--- config.mk ---
export PLATFORM = sky130hd
export DESIGN_NAME = fluxo_dados_sequencia
export DESIGN_NICKNAME = d
export VERILOG_FILES = /design/src/rtl/fluxo_dados_sequencia.sv
export SDC_FILE = /design/constraint.sdc
export NUM_CORES = 1
export LEC_CHECK = 0
export ABC_AREA = 0
export ABC_CLOCK_PERIOD_IN_PS = 1670
export BUFFER_PORTS_ARGS = -buffer_cell sky130_fd_sc_hd__buf_2
export CAP_MARGIN = 20
export CELL_PAD_IN_SITES_DETAIL_PLACEMENT = 1
export CELL_PAD_IN_SITES_GLOBAL_PLACEMENT = 2
export CORE_ASPECT_RATIO = 1.2
export CORE_UTILIZATION = 28
export CTS_CLUSTER_DIAMETER = 60
export DETAILED_ROUTE_END_ITERATION = 10
export PLACE_DENSITY = 0.72
export SYNTH_ARGS = -nofsm -noshare
export SYNTH_HDL_FRONTEND = slang
export SYNTH_SLANG_ARGS = --single-unit
export TNS_END_PERCENT = 100
--- constraint.sdc ---
create_clock -name clock -period 1.67 [get_ports clock]
set_input_delay 0.167 -clock clock [delete_from_list [all_inputs] [get_ports clock]]
set_output_delay 0.167 -clock clock [all_outputs]
set_load 0.005 [all_outputs]
--- src/rtl/fluxo_dados_sequencia.sv ---
// rtl/fluxo_dados_sequencia.sv - parametrised datapath for the sequence-memory game
module fluxo_dados_sequencia #(
    parameter int DATA_W    = 4,
    parameter int ADDR_W    = 4,
    parameter int TIMEOUT   = 5000,
    parameter int TIMEOUT_W = $clog2(TIMEOUT)
) (
    input  logic              clock,
    input  logic              reset_n,
    input  logic [DATA_W-1:0] chaves,
    input  logic              zeraE,
    input  logic              contaE,
    input  logic              zeraL,
    input  logic              contaL,
    input  logic              zeraR,
    input  logic              registraR,
    input  logic              zeraT,
    input  logic              contaT,
    output logic              jogada_feita,
    output logic              chavesIgualMemoria,
    output logic              enderecoIgualLimite,
    output logic              fimE,
    output logic              fimL,
    output logic              timeout,
    output logic [ADDR_W-1:0] db_endereco,
    output logic [ADDR_W-1:0] db_limite,
    output logic [DATA_W-1:0] db_jogada,
    output logic [DATA_W-1:0] db_memoria
);

    // Last count value; the counter parks here and timeout stays asserted.
    localparam logic [TIMEOUT_W-1:0] T_MAX = TIMEOUT_W'(TIMEOUT - 1);

    logic [ADDR_W-1:0]    endereco_q, endereco_d;
    logic [ADDR_W-1:0]    limite_q, limite_d;
    logic [DATA_W-1:0]    jogada_q, jogada_d;
    logic [DATA_W-1:0]    memoria_q, memoria_d;
    logic                 prev_q, prev_d;
    logic [TIMEOUT_W-1:0] tempo_q, tempo_d;

    // Next-state for counters and key register: zero strobe beats count/load.
    always_comb begin
        endereco_d = endereco_q;
        if (zeraE)
            endereco_d = '0;
        else if (contaE)
            endereco_d = endereco_q + 1'b1;

        limite_d = limite_q;
        if (zeraL)
            limite_d = '0;
        else if (contaL)
            limite_d = limite_q + 1'b1;

        jogada_d = jogada_q;
        if (zeraR)
            jogada_d = '0;
        else if (registraR)
            jogada_d = chaves;

        tempo_d = tempo_q;
        if (zeraT)
            tempo_d = '0;
        else if (contaT && (tempo_q != T_MAX))
            tempo_d = tempo_q + 1'b1;

        prev_d = |chaves;
    end

    // Fixed ROM contents: word a is one-hot with bit (a mod DATA_W) set.
    always_comb begin
        memoria_d = '0;
        for (int i = 0; i < DATA_W; i++)
            memoria_d[i] = ((int'(endereco_q) % DATA_W) == i);
    end

    // State registers; reset overrides every strobe.
    always_ff @(posedge clock) begin
        if (!reset_n) begin
            endereco_q <= '0;
            limite_q   <= '0;
            jogada_q   <= '0;
            memoria_q  <= '0;
            prev_q     <= 1'b0;
            tempo_q    <= '0;
        end else begin
            endereco_q <= endereco_d;
            limite_q   <= limite_d;
            jogada_q   <= jogada_d;
            memoria_q  <= memoria_d;
            prev_q     <= prev_d;
            tempo_q    <= tempo_d;
        end
    end

    // Status decodes are purely combinational over the current register state.
    always_comb begin
        jogada_feita        = (|chaves) & ~prev_q;
        chavesIgualMemoria  = (jogada_q == memoria_q);
        enderecoIgualLimite = (endereco_q == limite_q);
        fimE                = &endereco_q;
        fimL                = &limite_q;
        timeout             = (tempo_q == T_MAX);
        db_endereco         = endereco_q;
        db_limite           = limite_q;
        db_jogada           = jogada_q;
        db_memoria          = memoria_q;
    end

endmodule

==> flow_summary.toml <==
[run_status]
status = "finished clean"

[worst_hold_path]
hold_class = "in2reg"

[yosys]
syn_inst = 162
async_reset_ff_share_pct = 0
yosys.area.top_type = "dfxtp_1"
synth_edf_count = 0
syn_area_per_cell_um2 = 9.24
ys_seq_elements = 30
synth_area_leaders = "dfxtp_1 (40%), xor2_1 (7.6%), mux2i_1 (5.4%)"
synth_area_um2 = 1500
yosysTopAreaCellShare_pct = 40.1
syn_nets = 182
ys_types = 38
yosys_most_used_dff = "dfxtp_1"
ys_seq_area_share_pct = 40.1
yosysWarnings = 0

[finish]
syn_to_final_growth_pct = 28.0
nets = 230
diodes = 0
final_core_util_pct = 38.0
stdcell_area_um2 = 1920
finalNonFillerCells = 270
layout-drive-gt1-share_pct = 31.0

[cts]
clockRootBuffer = "clkbuf_8"
worstSkewPairLatency_ns = 0.28
path_clk_slew_ns = 0.07
cts.path.max_buffers = 2
numCtsBuffers = 5
h-tree-depth = 2
clock_sinks = 30
cts_tree = "done"
cts-hold-fix-buffers = 0

[sta]
final_max_slew_viol_count = 0
rsz0062_at_grt = "true"
setup_viol = 0
fin_crit_sh_pct = 99.8
tightest_slew_ns = 0.365
whs_ns = 0.141
fin_skew_ns = 0.00833
hold_viol = 0
timing.fmax_mhz = 600
setup_ws_ns = 0.00287
min_period_ns = 1.67
fin_tns_setup_ns = 0
slew_headroom_pct = 75.4

[global_route]
grt_pass1_vias = 1416
antenna_found_initial = 0
grt_pass1_wl_um = 6910
grt_use_total_pct = 16.8
grt-ovfl-total = 0
grt_max_degree = 15
grt.met3_usage_pct = 4.72
grt.busiest_layer = "met2"
met1_usage_pct = 18.5
grt_use_met2_pct = 29.5

[floorplanning]
initial_utilization_pct = 29.7
die_height_um = 82.1
num_rows = 28
coreArea_um2 = 5040
fp.dieW_um = 68.7
die_area_um2 = 5640
io_pins = 36

[critical_path]
arrival_ns = 1.50
cp-end-kind = "output pin"
criticalPathCategory = "reg2out"
cp-start-kind = "flip-flop"
cp_max_fo = 6
crit_required_ns = 1.50

[power]
max-vdd-ir-drop_mv = 0.346
power_mw = 1.44
p_leak_nw = 0.841
power_density_nw_per_um2 = 753

[placement]
io_buffers = 35
dp_cells = 259
gp_congestion = 0.787
place_area_um2 = 1770
dp_hpwl_um = 3130
place_ws_ns = 0.0358

[route]
wl_per_cell_um = 15.3
route.detailed.drc = 0
via_per_inst = 5.29
drtPass1Iterations = 4
antenna_left = 0
routed_wl_um = 4140
drtIter0Drc = 103
via_count = 1429

[job]
cap_violations = 0
==> power by group <==
part	internal (mW)	switching [mW]	leakage [nW]	total [mW]
logic	0.0680	0.0701	0.552	0.138
registers	0.731	0.0164	0.245	0.748
clock network	0.279	0.278	0.0438	0.557
total	1.08	0.364	0.841	1.44
==> logic make-up (layout without fill, tap and decap cells) <==
family	Yosys count	after routing	share of synthesized area, %
AND/OR/NAND/NOR	75	75	30.0
flip-flops	30	30	40.1
AO/OA/AOI/OAI	19	19	7.69
XOR/XNOR	15	15	8.78
buffers and inverters	9	57	3.01
multiplexers	8	8	5.35
adder cells (fa/ha/maj)	6	6	5.02
==> critical path: stages (launching register included) <==
cell,delay (ns)
dfxtp_2,0.32
or4b_4,0.58
nor3_4,0.17
buf_2,0.14
==> cells in the final DEF (no fill, tap or decap), drive strengths merged <==
cell      n
nor2     15
nor4bb    1
o31ai     3
nand4b    1
or4b      1
xor2     13
nand3b    2
and4      2
a22oi     1
nand3     6
nand2     6
or3       4
or4       5
a21oi     7
nand2b    6
nand4     9
nor4      4
inv       3
nor3      2
nor2b     2
o2111ai   1
o21ai     5
buf      47
clkinv    2
nand4bb   1
mux2i     8
clkbuf    5
o21a      1
xnor2     2
ha        6
and4bb    1
a41oi     1
and2b     1
and2      4
and3      2
dfxtp    30
==> layout make-up <==
type | count | area (µm²)
Sequential cell | 30 | 606
Timing Repair Buffer | 47 | 265
Inverter | 3 | 11.3
Clock buffer | 5 | 68.8
Clock inverter | 2 | 10.0
Tap cell | 60 | 75.1
Multi-Input combinational cell | 123 | 880
Fill cell | 613 | 3130
==> registers in the layout, indices dropped and copies added (netlist names) <==
signal / count
db_memoria: 4
db_jogada: 4
tempo_q: 13
db_endereco: 4
db_limite: 4
prev_q: 1
==> worst paths after layout <==
| kind | slack [ns] | to | depth (start not counted) | start |
|---|---|---|---|---|
| setup / recovery | 0.003 | timeout | 3 | tempo_q[4] |
| hold reg to reg | 0.51 | tempo_q[12] | 2 | tempo_q[12] |
| setup reg to reg | 0.04 | tempo_q[1] | 5 | tempo_q[1] |
| hold / removal | 0.14 | db_jogada[0] | 3 | chaves[0] |
==> routing by layer <==
metal	share of wire, %	up-vias
met5	0	-
met4	2.0	0
met3	4.1	10
met2	52	39
met1	41	698
li1	-	682
==> cells in the mapped netlist (all sizes together), types with 3 or more instances <==
| cell type | number |
|---|---|
| dfxtp | 30 |
| nor2 | 15 |
| xor2 | 13 |
| nand4 | 9 |
| mux2i | 8 |
| a21oi | 7 |
| ha | 6 |
| nand2 | 6 |
| nand2b | 6 |
| nand3 | 6 |
| clkbuf | 5 |
| o21ai | 5 |
| or4 | 5 |
| and2 | 4 |
| nor4 | 4 |
| or3 | 4 |
| inv | 3 |
| o31ai | 3 |
==> repair_timing <==
action,in CTS,in global routing
resized for setup,4,5
setup endpoints to repair,1,3
endpoints found under the hold margin,0,0
gates cloned,0,0
pin swaps,1,3
setup buffers,1,3
No activity file was read; power rests on OpenSTA's default activity.
